`src/rtl/dkong_snd_arb_pkg.sv`:
```
`default_nettype none
// ============================================================================
//  Module   : dkong_snd_arb_pkg
//  Purpose  : Shared types and constants for the Donkey Kong sound-board
//             ROM read arbiter (FSM states, requester ids, fill byte,
//             starvation counter sizing).
//  Revision : 1.0 - initial release
// ============================================================================
package dkong_snd_arb_pkg;

    // Arbiter FSM states
    typedef enum logic [1:0] {
        IDLE     = 2'd0,
        CPU_WAIT = 2'd1,
        WAV_WAIT = 2'd2
    } arb_state_e;

    // Requester identity used by the grant decision
    typedef enum logic {
        REQ_CPU = 1'b0,
        REQ_WAV = 1'b1
    } req_id_e;

    // Byte handed to a consumer when its read is abandoned
    localparam logic [7:0] TIMEOUT_FILL = 8'hFF;

    // Width of the WAV starvation counter (saturates at all-ones)
    localparam int STARVE_W = 4;
    localparam logic [STARVE_W-1:0] STARVE_MAX = {STARVE_W{1'b1}};

    // Saturating increment for the starvation counter
    function automatic logic [STARVE_W-1:0] starve_inc(input logic [STARVE_W-1:0] cnt);
        return (cnt == STARVE_MAX) ? cnt : cnt + 1'b1;
    endfunction

endpackage
`default_nettype wire

```
`src/rtl/dkong_snd_rom_arbiter_if.sv`:
```
`default_nettype none
// ============================================================================
//  Module   : dkong_snd_rom_arbiter_if
//  Purpose  : Byte-wide shared memory read port between the sound ROM
//             arbiter (master) and the top-level memory controller (slave).
//             Signal names are written from the arbiter's point of view.
//  Revision : 1.0 - initial release
// ============================================================================
interface dkong_snd_rom_arbiter_if #(
    parameter int MEM_AW = 25
);
    logic [MEM_AW-1:0] O_MEM_A;    // byte address, held between grants
    logic              O_MEM_RD;   // one-cycle read strobe
    logic [7:0]        I_MEM_D;    // read data, valid with I_MEM_ACK
    logic              I_MEM_ACK;  // one-cycle read-complete pulse

    modport master (
        output O_MEM_A,
        output O_MEM_RD,
        input  I_MEM_D,
        input  I_MEM_ACK
    );

    modport slave (
        input  O_MEM_A,
        input  O_MEM_RD,
        output I_MEM_D,
        output I_MEM_ACK
    );
endinterface
`default_nettype wire

```
`src/rtl/dkong_snd_arb_port.sv`:
```
`default_nettype none
// ============================================================================
//  Module   : dkong_snd_arb_port
//  Purpose  : One requester slot of the sound ROM arbiter. Holds the last
//             byte delivered, the address it belongs to and a loaded flag,
//             and derives pending / valid against the live input address.
//  Revision : 1.0 - initial release
// ============================================================================
module dkong_snd_arb_port #(
    parameter int AW = 12
) (
    input  logic          clk_i,
    input  logic          rst_n_i,
    input  logic [AW-1:0] addr_i,       // live requester address
    input  logic          load_i,       // read finished (ack or timeout)
    input  logic [AW-1:0] load_addr_i,  // address the finished read was for
    input  logic [7:0]    load_data_i,  // byte to present to the consumer
    output logic [7:0]    data_o,
    output logic          valid_o,
    output logic          pending_o
);

    logic [AW-1:0] addr_q;
    logic [AW-1:0] addr_d;
    logic [7:0]    data_q;
    logic [7:0]    data_d;
    logic          loaded_q;
    logic          loaded_d;

    // Capture a finished read; otherwise hold what the consumer sees
    always_comb begin
        addr_d   = addr_q;
        data_d   = data_q;
        loaded_d = loaded_q;
        if (load_i) begin
            addr_d   = load_addr_i;
            data_d   = load_data_i;
            loaded_d = 1'b1;
        end
    end

    // Slot registers, cleared asynchronously on reset
    always_ff @(posedge clk_i or negedge rst_n_i) begin
        if (!rst_n_i) begin
            addr_q   <= '0;
            data_q   <= 8'h00;
            loaded_q <= 1'b0;
        end else begin
            addr_q   <= addr_d;
            data_q   <= data_d;
            loaded_q <= loaded_d;
        end
    end

    // The held byte is only meaningful while the input still points at it;
    // anything else means a fresh read is needed.
    assign valid_o   = loaded_q && (addr_q == addr_i);
    assign pending_o = !valid_o;
    assign data_o    = data_q;

endmodule
`default_nettype wire

```
`src/rtl/dkong_snd_rom_arbiter.sv`:
```
`default_nettype none
// ============================================================================
//  Module   : dkong_snd_rom_arbiter
//  Purpose  : Shares one byte-wide memory read port between the 8035 sound
//             CPU program ROM (12-bit address) and the WAV sample stream
//             (19-bit address). Address changes trigger single-byte reads;
//             returned bytes are held for the consumers with a VALID flag.
//             CPU has priority unless WAV has lost WAV_STARVE times in a row.
//  Options  : DKONG_SND_ARB_STATS_EN - adds O_MAX_LAT, worst-case CPU
//             request-to-valid latency in cycles (saturating at 255).
//  Revision : 1.0 - initial release
// ============================================================================
module dkong_snd_rom_arbiter
    import dkong_snd_arb_pkg::*;
#(
    parameter int                MEM_AW     = 25,
    parameter logic [MEM_AW-1:0] CPU_BASE   = 25'h0000000,
    parameter logic [MEM_AW-1:0] WAV_BASE   = 25'h0010000,
    parameter int                WAV_STARVE = 4,
    parameter int                TIMEOUT    = 255
) (
    input  logic                    W_CLK_24576M,
    input  logic                    W_RESETn,
    input  logic [11:0]             I_CPU_A,
    output logic [7:0]              O_CPU_D,
    output logic                    O_CPU_VALID,
    input  logic [18:0]             I_WAV_A,
    output logic [7:0]              O_WAV_D,
    output logic                    O_WAV_VALID,
    dkong_snd_rom_arbiter_if.master mem,
    output logic                    O_TIMEOUT_ERR
`ifdef DKONG_SND_ARB_STATS_EN
    ,
    output logic [7:0]              O_MAX_LAT
`endif
);

    localparam logic [STARVE_W-1:0] STARVE_LIM = STARVE_W'(WAV_STARVE);
    localparam logic [7:0]          TMO_LAST   = 8'(TIMEOUT - 1);

    arb_state_e        state_q;
    arb_state_e        state_d;
    logic [MEM_AW-1:0] mem_a_q;
    logic [MEM_AW-1:0] mem_a_d;
    logic              mem_rd_q;
    logic              mem_rd_d;
    logic [11:0]       cpu_iss_q;
    logic [11:0]       cpu_iss_d;
    logic [18:0]       wav_iss_q;
    logic [18:0]       wav_iss_d;
    logic [7:0]        tmo_q;
    logic [7:0]        tmo_d;
    logic [STARVE_W-1:0] starve_q;
    logic [STARVE_W-1:0] starve_d;
    logic              err_q;
    logic              err_d;

    logic              cpu_pend;
    logic              wav_pend;
    logic              cpu_load;
    logic              wav_load;
    logic [7:0]        load_data;
    logic              tmo_hit;
    req_id_e           gnt_id;

    // ------------------------------------------------------------------
    // Requester slots
    // ------------------------------------------------------------------
    dkong_snd_arb_port #(
        .AW (12)
    ) u_cpu_port (
        .clk_i       (W_CLK_24576M),
        .rst_n_i     (W_RESETn),
        .addr_i      (I_CPU_A),
        .load_i      (cpu_load),
        .load_addr_i (cpu_iss_q),
        .load_data_i (load_data),
        .data_o      (O_CPU_D),
        .valid_o     (O_CPU_VALID),
        .pending_o   (cpu_pend)
    );

    dkong_snd_arb_port #(
        .AW (19)
    ) u_wav_port (
        .clk_i       (W_CLK_24576M),
        .rst_n_i     (W_RESETn),
        .addr_i      (I_WAV_A),
        .load_i      (wav_load),
        .load_addr_i (wav_iss_q),
        .load_data_i (load_data),
        .data_o      (O_WAV_D),
        .valid_o     (O_WAV_VALID),
        .pending_o   (wav_pend)
    );

    // A real ack always wins; the fill byte is only used on abandonment
    assign load_data = mem.I_MEM_ACK ? mem.I_MEM_D : TIMEOUT_FILL;
    assign tmo_hit   = (tmo_q == TMO_LAST);

    // Next-state, grant decision and read-completion handling
    always_comb begin
        state_d   = state_q;
        mem_a_d   = mem_a_q;
        mem_rd_d  = 1'b0;
        cpu_iss_d = cpu_iss_q;
        wav_iss_d = wav_iss_q;
        tmo_d     = tmo_q;
        starve_d  = starve_q;
        err_d     = err_q;
        cpu_load  = 1'b0;
        wav_load  = 1'b0;
        gnt_id    = REQ_CPU;

        case (state_q)
            IDLE: begin
                // WAV wins when it is the only one asking or has starved
                if (wav_pend && (!cpu_pend || (starve_q >= STARVE_LIM))) begin
                    gnt_id = REQ_WAV;
                end
                if (cpu_pend || wav_pend) begin
                    mem_rd_d = 1'b1;
                    tmo_d    = 8'h00;
                    if (gnt_id == REQ_WAV) begin
                        state_d   = WAV_WAIT;
                        wav_iss_d = I_WAV_A;
                        mem_a_d   = WAV_BASE + MEM_AW'(I_WAV_A);
                        starve_d  = '0;
                    end else begin
                        state_d   = CPU_WAIT;
                        cpu_iss_d = I_CPU_A;
                        mem_a_d   = CPU_BASE + MEM_AW'(I_CPU_A);
                        if (wav_pend) begin
                            starve_d = starve_inc(starve_q);
                        end
                    end
                end
            end

            CPU_WAIT: begin
                if (mem.I_MEM_ACK) begin
                    cpu_load = 1'b1;
                    state_d  = IDLE;
                end else if (tmo_hit) begin
                    cpu_load = 1'b1;
                    err_d    = 1'b1;
                    state_d  = IDLE;
                end else begin
                    tmo_d = tmo_q + 8'd1;
                end
            end

            WAV_WAIT: begin
                if (mem.I_MEM_ACK) begin
                    wav_load = 1'b1;
                    state_d  = IDLE;
                end else if (tmo_hit) begin
                    wav_load = 1'b1;
                    err_d    = 1'b1;
                    state_d  = IDLE;
                end else begin
                    tmo_d = tmo_q + 8'd1;
                end
            end

            default: begin
                state_d = IDLE;
            end
        endcase
    end

    // Arbiter state register; reset abandons any read in flight
    always_ff @(posedge W_CLK_24576M or negedge W_RESETn) begin
        if (!W_RESETn) begin
            state_q   <= IDLE;
            mem_a_q   <= '0;
            mem_rd_q  <= 1'b0;
            cpu_iss_q <= '0;
            wav_iss_q <= '0;
            tmo_q     <= 8'h00;
            starve_q  <= '0;
            err_q     <= 1'b0;
        end else begin
            state_q   <= state_d;
            mem_a_q   <= mem_a_d;
            mem_rd_q  <= mem_rd_d;
            cpu_iss_q <= cpu_iss_d;
            wav_iss_q <= wav_iss_d;
            tmo_q     <= tmo_d;
            starve_q  <= starve_d;
            err_q     <= err_d;
        end
    end

    assign mem.O_MEM_A    = mem_a_q;
    assign mem.O_MEM_RD   = mem_rd_q;
    assign O_TIMEOUT_ERR  = err_q;

`ifdef DKONG_SND_ARB_STATS_EN
    // ------------------------------------------------------------------
    // CPU latency statistics: count pending cycles since the last address
    // change and keep the largest count seen when VALID rises.
    // ------------------------------------------------------------------
    logic [11:0] lat_a_q;
    logic [7:0]  lat_cnt_q;
    logic [7:0]  lat_max_q;
    logic        lat_vld_q;

    // Latency counter and running maximum
    always_ff @(posedge W_CLK_24576M or negedge W_RESETn) begin
        if (!W_RESETn) begin
            lat_a_q   <= '0;
            lat_cnt_q <= 8'h00;
            lat_max_q <= 8'h00;
            lat_vld_q <= 1'b0;
        end else begin
            lat_a_q   <= I_CPU_A;
            lat_vld_q <= O_CPU_VALID;
            if (I_CPU_A != lat_a_q) begin
                lat_cnt_q <= 8'h00;
            end else if (cpu_pend && (lat_cnt_q != 8'hFF)) begin
                lat_cnt_q <= lat_cnt_q + 8'd1;
            end
            if (O_CPU_VALID && !lat_vld_q && (lat_cnt_q > lat_max_q)) begin
                lat_max_q <= lat_cnt_q;
            end
        end
    end

    assign O_MAX_LAT = lat_max_q;
`endif

endmodule
`default_nettype wire

```
`src/flat_wrapper.sv`:
```
// flat-port wrapper written by rule: the top's interface ports become plain ports
module dkong_snd_rom_arbiter_flat import dkong_snd_arb_pkg::*;
#(
    parameter int                MEM_AW     = 25,
    parameter logic [MEM_AW-1:0] CPU_BASE   = 25'h0000000,
    parameter logic [MEM_AW-1:0] WAV_BASE   = 25'h0010000,
    parameter int                WAV_STARVE = 4,
    parameter int                TIMEOUT    = 255
)
  (W_CLK_24576M, W_RESETn, I_CPU_A, O_CPU_D, O_CPU_VALID, I_WAV_A, O_WAV_D, O_WAV_VALID, O_TIMEOUT_ERR, mem_O_MEM_A, mem_O_MEM_RD, mem_I_MEM_D, mem_I_MEM_ACK);
  dkong_snd_rom_arbiter_if #(.MEM_AW(MEM_AW)) mem_i ();
  input  logic W_CLK_24576M;
  input  logic W_RESETn;
  input  logic [11:0] I_CPU_A;
  output logic [7:0] O_CPU_D;
  output logic O_CPU_VALID;
  input  logic [18:0] I_WAV_A;
  output logic [7:0] O_WAV_D;
  output logic O_WAV_VALID;
  output logic O_TIMEOUT_ERR;
  output wire logic [$bits(mem_i.O_MEM_A)-1:0] mem_O_MEM_A;
  output wire logic [$bits(mem_i.O_MEM_RD)-1:0] mem_O_MEM_RD;
  input wire logic [$bits(mem_i.I_MEM_D)-1:0] mem_I_MEM_D;
  input wire logic [$bits(mem_i.I_MEM_ACK)-1:0] mem_I_MEM_ACK;
  assign mem_O_MEM_A = mem_i.O_MEM_A;
  assign mem_O_MEM_RD = mem_i.O_MEM_RD;
  assign mem_i.I_MEM_D = mem_I_MEM_D;
  assign mem_i.I_MEM_ACK = mem_I_MEM_ACK;
  dkong_snd_rom_arbiter #(.MEM_AW(MEM_AW), .CPU_BASE(CPU_BASE), .WAV_BASE(WAV_BASE), .WAV_STARVE(WAV_STARVE), .TIMEOUT(TIMEOUT)) u_core (.W_CLK_24576M(W_CLK_24576M), .W_RESETn(W_RESETn), .I_CPU_A(I_CPU_A), .O_CPU_D(O_CPU_D), .O_CPU_VALID(O_CPU_VALID), .I_WAV_A(I_WAV_A), .O_WAV_D(O_WAV_D), .O_WAV_VALID(O_WAV_VALID), .mem(mem_i), .O_TIMEOUT_ERR(O_TIMEOUT_ERR));
endmodule
```
`config.mk`:
```
export PLATFORM = sky130hd
export DESIGN_NAME = dkong_snd_rom_arbiter_flat
export DESIGN_NICKNAME = d
export VERILOG_FILES = /design/src/rtl/dkong_snd_arb_pkg.sv /design/src/rtl/dkong_snd_rom_arbiter_if.sv /design/src/rtl/dkong_snd_arb_port.sv /design/src/rtl/dkong_snd_rom_arbiter.sv /design/src/flat_wrapper.sv
export SDC_FILE = /design/constraint.sdc
export NUM_CORES = 1
export LEC_CHECK = 0
export ABC_AREA = 1
export CELL_PAD_IN_SITES_DETAIL_PLACEMENT = 1
export CELL_PAD_IN_SITES_GLOBAL_PLACEMENT = 1
export CORE_MARGIN = 2
export CORE_UTILIZATION = 40
export CTS_CLUSTER_DIAMETER = 100
export DETAILED_ROUTE_END_ITERATION = 6
export PLACE_DENSITY = 0.84
export SETUP_SLACK_MARGIN = 0.4
export SYNTH_ARGS = -nofsm -noshare
export SYNTH_HDL_FRONTEND = slang
export SYNTH_SLANG_ARGS = --single-unit
```
`constraint.sdc`:
```
create_clock -name W_CLK_24576M -period 2.08 [get_ports W_CLK_24576M]
set_clock_uncertainty 0.05 [all_clocks]
set_input_delay 0.624 -clock W_CLK_24576M [delete_from_list [all_inputs] [get_ports W_CLK_24576M]]
set_output_delay 0.624 -clock W_CLK_24576M [all_outputs]
set_load 0.02 [all_outputs]
```
==> results of run 1 <==
==> cells in the final DEF, fill, tap and decap left out, types with 15 or more instances in the layout <==
master / netlist / final
nor2_4: 0 / 20
nand2_4: 1 / 59
inv_2: 8 / 23
nand2_1: 308 / 151
buf_12: 0 / 15
clkbuf_16: 0 / 27
buf_6: 7 / 57
nor2_1: 69 / 38
buf_4: 8 / 103
nand4_1: 19 / 19
dfrtp_1: 116 / 111
o21ai_2: 1 / 40
buf_2: 9 / 28
nand2_2: 6 / 98
inv_1: 88 / 59
==> worst max-delay path: cells and delay by family <==
kind,cells,cell delay [ps]
AND/OR/NAND/NOR,12,1430
buffers and inverters,5,930
==> where the power goes <==
part	switching (uW)	leakage, uW	internal, uW
logic	6360	0.00362	4280
registers	1130	0.00143	3290
clock network	1280	0.000334	2340
total	8770	0.00539	9910
==> stage by stage <==
step / std cells / instance area [um2]
after floorplan: 776 / 5974
after global placement: 1104 / 7582
after detailed placement: 1104 / 7582
after CTS: 1178 / 9044
after global routing: 1217 / 10610
final: 1217 / 10610
==> logic make-up after synthesis <==
group | Yosys count
flops | 116
buf+inv | 125
compound gates | 71
xor+xnor | 8
simple gates | 444
fa+ha+maj | 7
other cells | 1
==> per-layer routing <==
metal  up-vias  GRT usage, %
met5         -             0
met1      3737         42.36
met2       698         62.36
met4         0         20.09
li1       2893             -
met3       283         8.505
==> what timing repair did <==
action	CTS	global route
pin swaps	46	59
buffers inserted	35	24
gates resized for setup	383	376
endpoints found under the setup margin	153	124
cloned	7	15
==> area by class of cell <==
class                   instances  area (um2)  share of cell area [%]
clock buffers                  22       474.2                   4.469
clock inverters                10       200.2                   1.887
inverters                      97       436.7                   4.115
multi-input cells             537        3800                   35.81
flip-flops and latches        116        2909                   27.41
well taps                     184       230.2                   2.170
repair buffers                251        2561                   24.14
==> final timing paths <==
check                      cells past startpoint                          end                         from
max                                           17        u_core.mem.O_MEM_A[3]                   I_CPU_A[6]
min                                            1         u_core.wav_iss_q[10]                     W_RESETn
max reg2reg                                   17        u_core.mem.O_MEM_A[3]  u_core.u_cpu_port.addr_q[6]
min reg2reg                                    2        u_core.mem.O_MEM_A[6]        u_core.mem.O_MEM_A[6]
max in group asynchronous                      2  u_core.u_wav_port.addr_q[5]                     W_RESETn
min in group W_CLK_24576M                      3         u_core.wav_iss_q[11]                  I_WAV_A[11]
==> registers in the layout (all words and copies together), names as in the netlist, 4 cells and up <==
name                      count
u_core.cpu_iss_q             12
u_core.mem.O_MEM_A           20
u_core.starve_q               4
u_core.tmo_q                  8
u_core.u_cpu_port.addr_q     12
u_core.u_cpu_port.data_o      8
u_core.u_wav_port.addr_q     19
u_core.u_wav_port.data_o      8
u_core.wav_iss_q             19
==> run_results.csv, run 1 <==
group,metric,value,unit
yosys,muxShareOfSynthArea,0,%
clock_network,htree_levels,4,
yosys,avgSynthCellArea,7.533,um2
routing,drt_wl_total,38.62,mm
sta,min_period,2720,ps
die,die_area,0.01552,mm2
sta,setup_violations,67,
grt,grt_max_degree,33,
yosys,synth-seq-cells,116,
final_layout,syn2layout_area_growth,82.47,%
yosys,synth_compound_area_share,6.239,%
yosys,yosysWarnings,0,
placement,place_congestion,0.8093,
yosys,synth_edf_count,0,
final_layout,fin_util,73.85,%
placement,port_buffers,81,
routing,top_layer_used,"met4",
routing,wl_per_cell,31.74,um
sta,holdWs,61.67,ps
sta,max_freq,0.3676,GHz
yosys,yosysTopAreaCellShare,49.91,%
sta,period_share,130.8,%
clock_network,cts_buffers,17,
power,ir_drop,1445,uV
outcome,status,"finished with violations",
clock_network,cts.sinks,116,
routing,ant_nets,0,
yosys,synth_common_cells,"308 x nand2_1, 116 x dfrtp_1, 88 x inv_1, 69 x nor2_1, 39 x o21ai_0",
worst_setup_path,worstPathRequired,2360,ps
die,num_io_pins,87,
yosys,synthesis.area,0.005816,mm2
yosys,synth_area_leader_cell,"dfrtp_1",
worst_setup_path,cpPeakStageDelay,350,ps
yosys,ys.flop_type,"dfrtp_1",
final_layout,fin_nets,1069,
power,p_per_area,1760,mW/mm2
routing,met3_wirelength,3.556,mm
clock_network,root_buffer,"clkbuf_16",
yosys,netlist_instances,772,
grt,grt_overflow,0,
clock_network,clock_latency,460,ps
final_layout,drive_gt1_share,57.12,%
power,p_leak,0.005388,uW
die,start_util,40.47,%
grt,grt_first_pass_wirelength,43.48,mm
routing,wl_met2,18.39,mm
worst_setup_path,cp_slowest_cell,"dlygate4sd2_1",
grt,grt_antenna_before_repair,0,
outcome,failed_checks,"negative setup slack",
placement,dpl.hpwl,12.55,mm
yosys,synth.distinct_cells,30,
worst_setup_path,crit_path_cell_trace,"dlygate4sd2_1 -> nand2_1 -> nand2_1 -> buf_4 -> nor2_2 -> nand2_1 -> nor2_1 -> nand2_2 -> nand2_4 -> nand2_8 -> buf_6 -> buf_12 -> buf_16 -> nand2_4 -> nand2_2 -> nand2_1 -> nand2_1",
routing,route.vias.total,7611,
run,maxCapViolCount,0,
hold_path,hold_path_class,"primary input to asynchronous set/reset pin",
worst_setup_path,cpMostUsedCell,"nand2_1",
worst_setup_path,startpoint_type,"primary input",
yosys,yosys.area_share.simple,31.39,%
routing,drt_iter0_markers,943,
clock_network,cts_hold_buf,0,
die,fp.dieH,124.6,um
yosys,synth.yosys.seq_area_share,49.91,%
final_layout,fillers,1488,
worst_setup_path,worstSetupPathType,"primary input to register",
yosys,synth.most_common_cell,"nand2_1",
die,die_x,124.6,um
worst_setup_path,crit_fanout,8,
clock_network,clk_path_buf_depth,2,
sta,maxSlewViolCount,0,
yosys,synth_top_family_by_area,"simple AND/OR/NAND/NOR gates",
routing,first_pass_iters,6,
final_layout,diodes,0,
routing,drt-met1-wl,13.32,mm
power,finalPower,18680,uW
worst_setup_path,cp-end-kind,"register",
yosys,synth-xor-area-share,1.205,%
die,core.rowCount,44,
worst_setup_path,cp.arrival,3000,ps
yosys,synth_adder_area_share,1.506,%
grt,grt_pass1_vias,7485,
routing,drc,0,
yosys,synthTopCellsByArea,"dfrtp_1 50%, nand2_1 20%, inv_1 5.7%, nor2_1 4.5%, o21ai_0 3.4%",
die,core_area,0.01437,mm2
clock_network,cts_tree,"yes",
placement,dpl_worst_slack,-1128,ps
sta,setup_slack,-640.5,ps
clock_network,clk_pin_slew,70,ps
grt,grt_use_total,36.52,%
worst_setup_path,r2r_slack,-620,ps
routing,routed_via_density,6.254,
yosys,async_flop_share,100.0,%
sta,rsz0062_at_grt,"true",
sta,hold_violations,0,
sta,finalSetupTns,-30910,ps
(Power assumes the default switching activity.)
==> inputs of run 2 (changes only) <==
--- a/config.mk
+++ b/config.mk
@@ -9,10 +9,10 @@
 export CELL_PAD_IN_SITES_DETAIL_PLACEMENT = 1
 export CELL_PAD_IN_SITES_GLOBAL_PLACEMENT = 1
 export CORE_MARGIN = 2
-export CORE_UTILIZATION = 40
+export CORE_UTILIZATION = 36
 export CTS_CLUSTER_DIAMETER = 100
 export DETAILED_ROUTE_END_ITERATION = 6
-export PLACE_DENSITY = 0.84
+export PLACE_DENSITY = 0.8
 export SETUP_SLACK_MARGIN = 0.4
 export SYNTH_ARGS = -nofsm -noshare
 export SYNTH_HDL_FRONTEND = slang
==> constraint.sdc (replaced) <==
create_clock -name W_CLK_24576M -period 2.5 [get_ports W_CLK_24576M]
set_clock_uncertainty 0.05 [all_clocks]
set_input_delay 0.75 -clock W_CLK_24576M [delete_from_list [all_inputs] [get_ports W_CLK_24576M]]
set_output_delay 0.75 -clock W_CLK_24576M [all_outputs]
set_load 0.02 [all_outputs]
==> run_results.csv, run 2 (synthesized netlist as in run 1, its figures left out) <==
group,metric,value,unit
outcome,status,"finished with violations",
outcome,failed_checks,"negative setup slack",
routing,routed_via_density,5.317,
placement,port_buffers,81,
final_layout,syn2layout_area_growth,55.87,%
power,p_per_area,1353,mW/mm2
run,maxCapViolCount,0,
die,core_area,0.01583,mm2
final_layout,diodes,0,
worst_setup_path,crit_fanout,3,
die,fp.dieH,131.1,um
clock_network,cts.sinks,116,
power,power_frac_seq,27.8,%
worst_setup_path,worstSetupPathType,"register to output port",
sta,min_period,2713,ps
routing,wl_per_cell,22.11,um
sta,setup_violations,3,
routing,first_pass_iters,5,
routing,route.vias.total,6343,
die,die_area,0.01719,mm2
routing,drt_iter0_markers,484,
routing,drt_wl_total,26.37,mm
grt,grt_first_pass_wirelength,36.80,mm
final_layout,fin_nets,1013,
sta,setup_slack,-212.8,ps
final_layout,drive_gt1_share,37.05,%
routing,drc,0,
power,power_frac_clock,21.6,%
clock_network,cts_hold_buf,0,
final_layout,fillers,1863,
clock_network,clk_pin_slew,60,ps
worst_setup_path,worstPathRequired,1700,ps
hold_path,hold_path_class,"primary input to asynchronous set/reset pin",
sta,period_share,108.5,%
die,num_io_pins,87,
power,p_sw_share,43.90,%
grt,grt_pass1_vias,6759,
worst_setup_path,cp.arrival,1910,ps
power,p_switching,5383,uW
placement,place_congestion,0.7916,
clock_network,htree_levels,4,
worst_setup_path,cp-end-kind,"output port",
sta,rsz0062_at_grt,"true",
clock_network,clock_latency,440,ps
placement,dpl_worst_slack,-976.0,ps
grt,grt_max_degree,59,
power,finalPower,12260,uW
power,ir_drop,613.0,uV
final_layout,fin_util,57.27,%
placement,dpl.hpwl,12.04,mm
final_layout,final_common_cell,"nand2_1",
die,start_util,36.74,%
clock_network,root_buffer,"clkbuf_16",
die,die_x,131.1,um
sta,max_freq,0.3686,GHz
grt,grt_antenna_before_repair,0,
grt,grt_use_total,27.77,%
clock_network,cts_buffers,17,
power,intPower,6881,uW
clock_network,clk_path_buf_depth,2,
final_layout,layout_common_cells,"208 x nand2_1, 114 x dfrtp_1, 81 x buf_4",
power,p_leak,0.004816,uW
sta,maxSlewViolCount,0,
routing,ant_nets,0,
clock_network,cts_tree,"yes",
worst_setup_path,startpoint_type,"register",
grt,grt_overflow,0,
die,core.rowCount,46,
sta,hold_violations,0,
final_layout,largest_reg_flops,20,
power,comb_power_share,50.6,%
## run 2: cell type report
class	instances	area (um2)	share of cell area (%)
inverter	97	376.6	4.155
clock inverter	9	122.6	1.353
sequential	116	2905	32.05
clock buffer	23	508.0	5.604
multi-input combinational	536	3024	33.36
tap	216	270.3	2.981
timing repair buffer	196	1858	20.50
## run 2: power by group through the flow
| stage | combinational, uW | sequential [uW] | clock [uW] |
|---|---|---|---|
| 6_report | 6200 | 3410 | 2650 |
| 5_1_grt | 6600 | 3480 | 2750 |
| 4_1_cts | 5260 | 3250 | 2620 |
| 3_5_place_dp | 4260 | 3240 | 0 |
| 3_3_place_gp | 4090 | 3210 | 0 |
| 2_1_floorplan | 2300 | 3500 | 0 |
## run 2: stage by stage
step | hold WS [ps] | TNS, ps | instances | area (um2)
finish | 201.0 | -250.7 | 1193 | 9065
global route | 218.3 | -412.2 | 1193 | 9065
detailed placement | 393.2 | -22350 | 1115 | 7308
floorplan | 372.9 | 0 | 776 | 5853
CTS | 211.5 | -10.29 | 1183 | 8692
global placement | 390.4 | -19400 | 1115 | 7308
## run 2: worst max-delay path, cell delays in order, from the launching register on
cell     delay, ps
dfrtp_1        420
inv_2           60
nand2_2         90
nand4_1        200
nor2_1         240
nand2_1        130
nor2_4         190
buf_6          140
## run 2: repair_timing
action	CTS	global route
pin swaps	76	71
buffers inserted	29	10
endpoints found under the setup margin	106	69
gates resized for setup	315	110
gates cloned	7	0
## run 2: worst paths after layout
check / end / start / cells past startpoint / slack [ps]
worst max-delay path: O_WAV_VALID / u_core.u_wav_port.addr_q[1] / 7 / -210
worst min-delay path: u_core.mem.O_MEM_A[13] / W_RESETn / 1 / 200
worst max register to register: u_core.mem.O_MEM_A[16] / u_core.u_wav_port.addr_q[17] / 19 / -20
worst min register to register: u_core.O_TIMEOUT_ERR / u_core.O_TIMEOUT_ERR / 1 / 410
max in group asynchronous: u_core.mem.O_MEM_A[10] / W_RESETn / 2 / 1440
min in group W_CLK_24576M: u_core.O_TIMEOUT_ERR / u_core.O_TIMEOUT_ERR / 1 / 410
## run 2: metal layers
metal | GRT usage [%] | up-vias | part of all wire (%)
met5 | 0 | - | 0
met4 | 19.20 | 0 | 6.3
met3 | 6.057 | 112 | 5.9
met2 | 46.96 | 324 | 50
met1 | 31.34 | 3142 | 38
li1 | - | 2765 | -
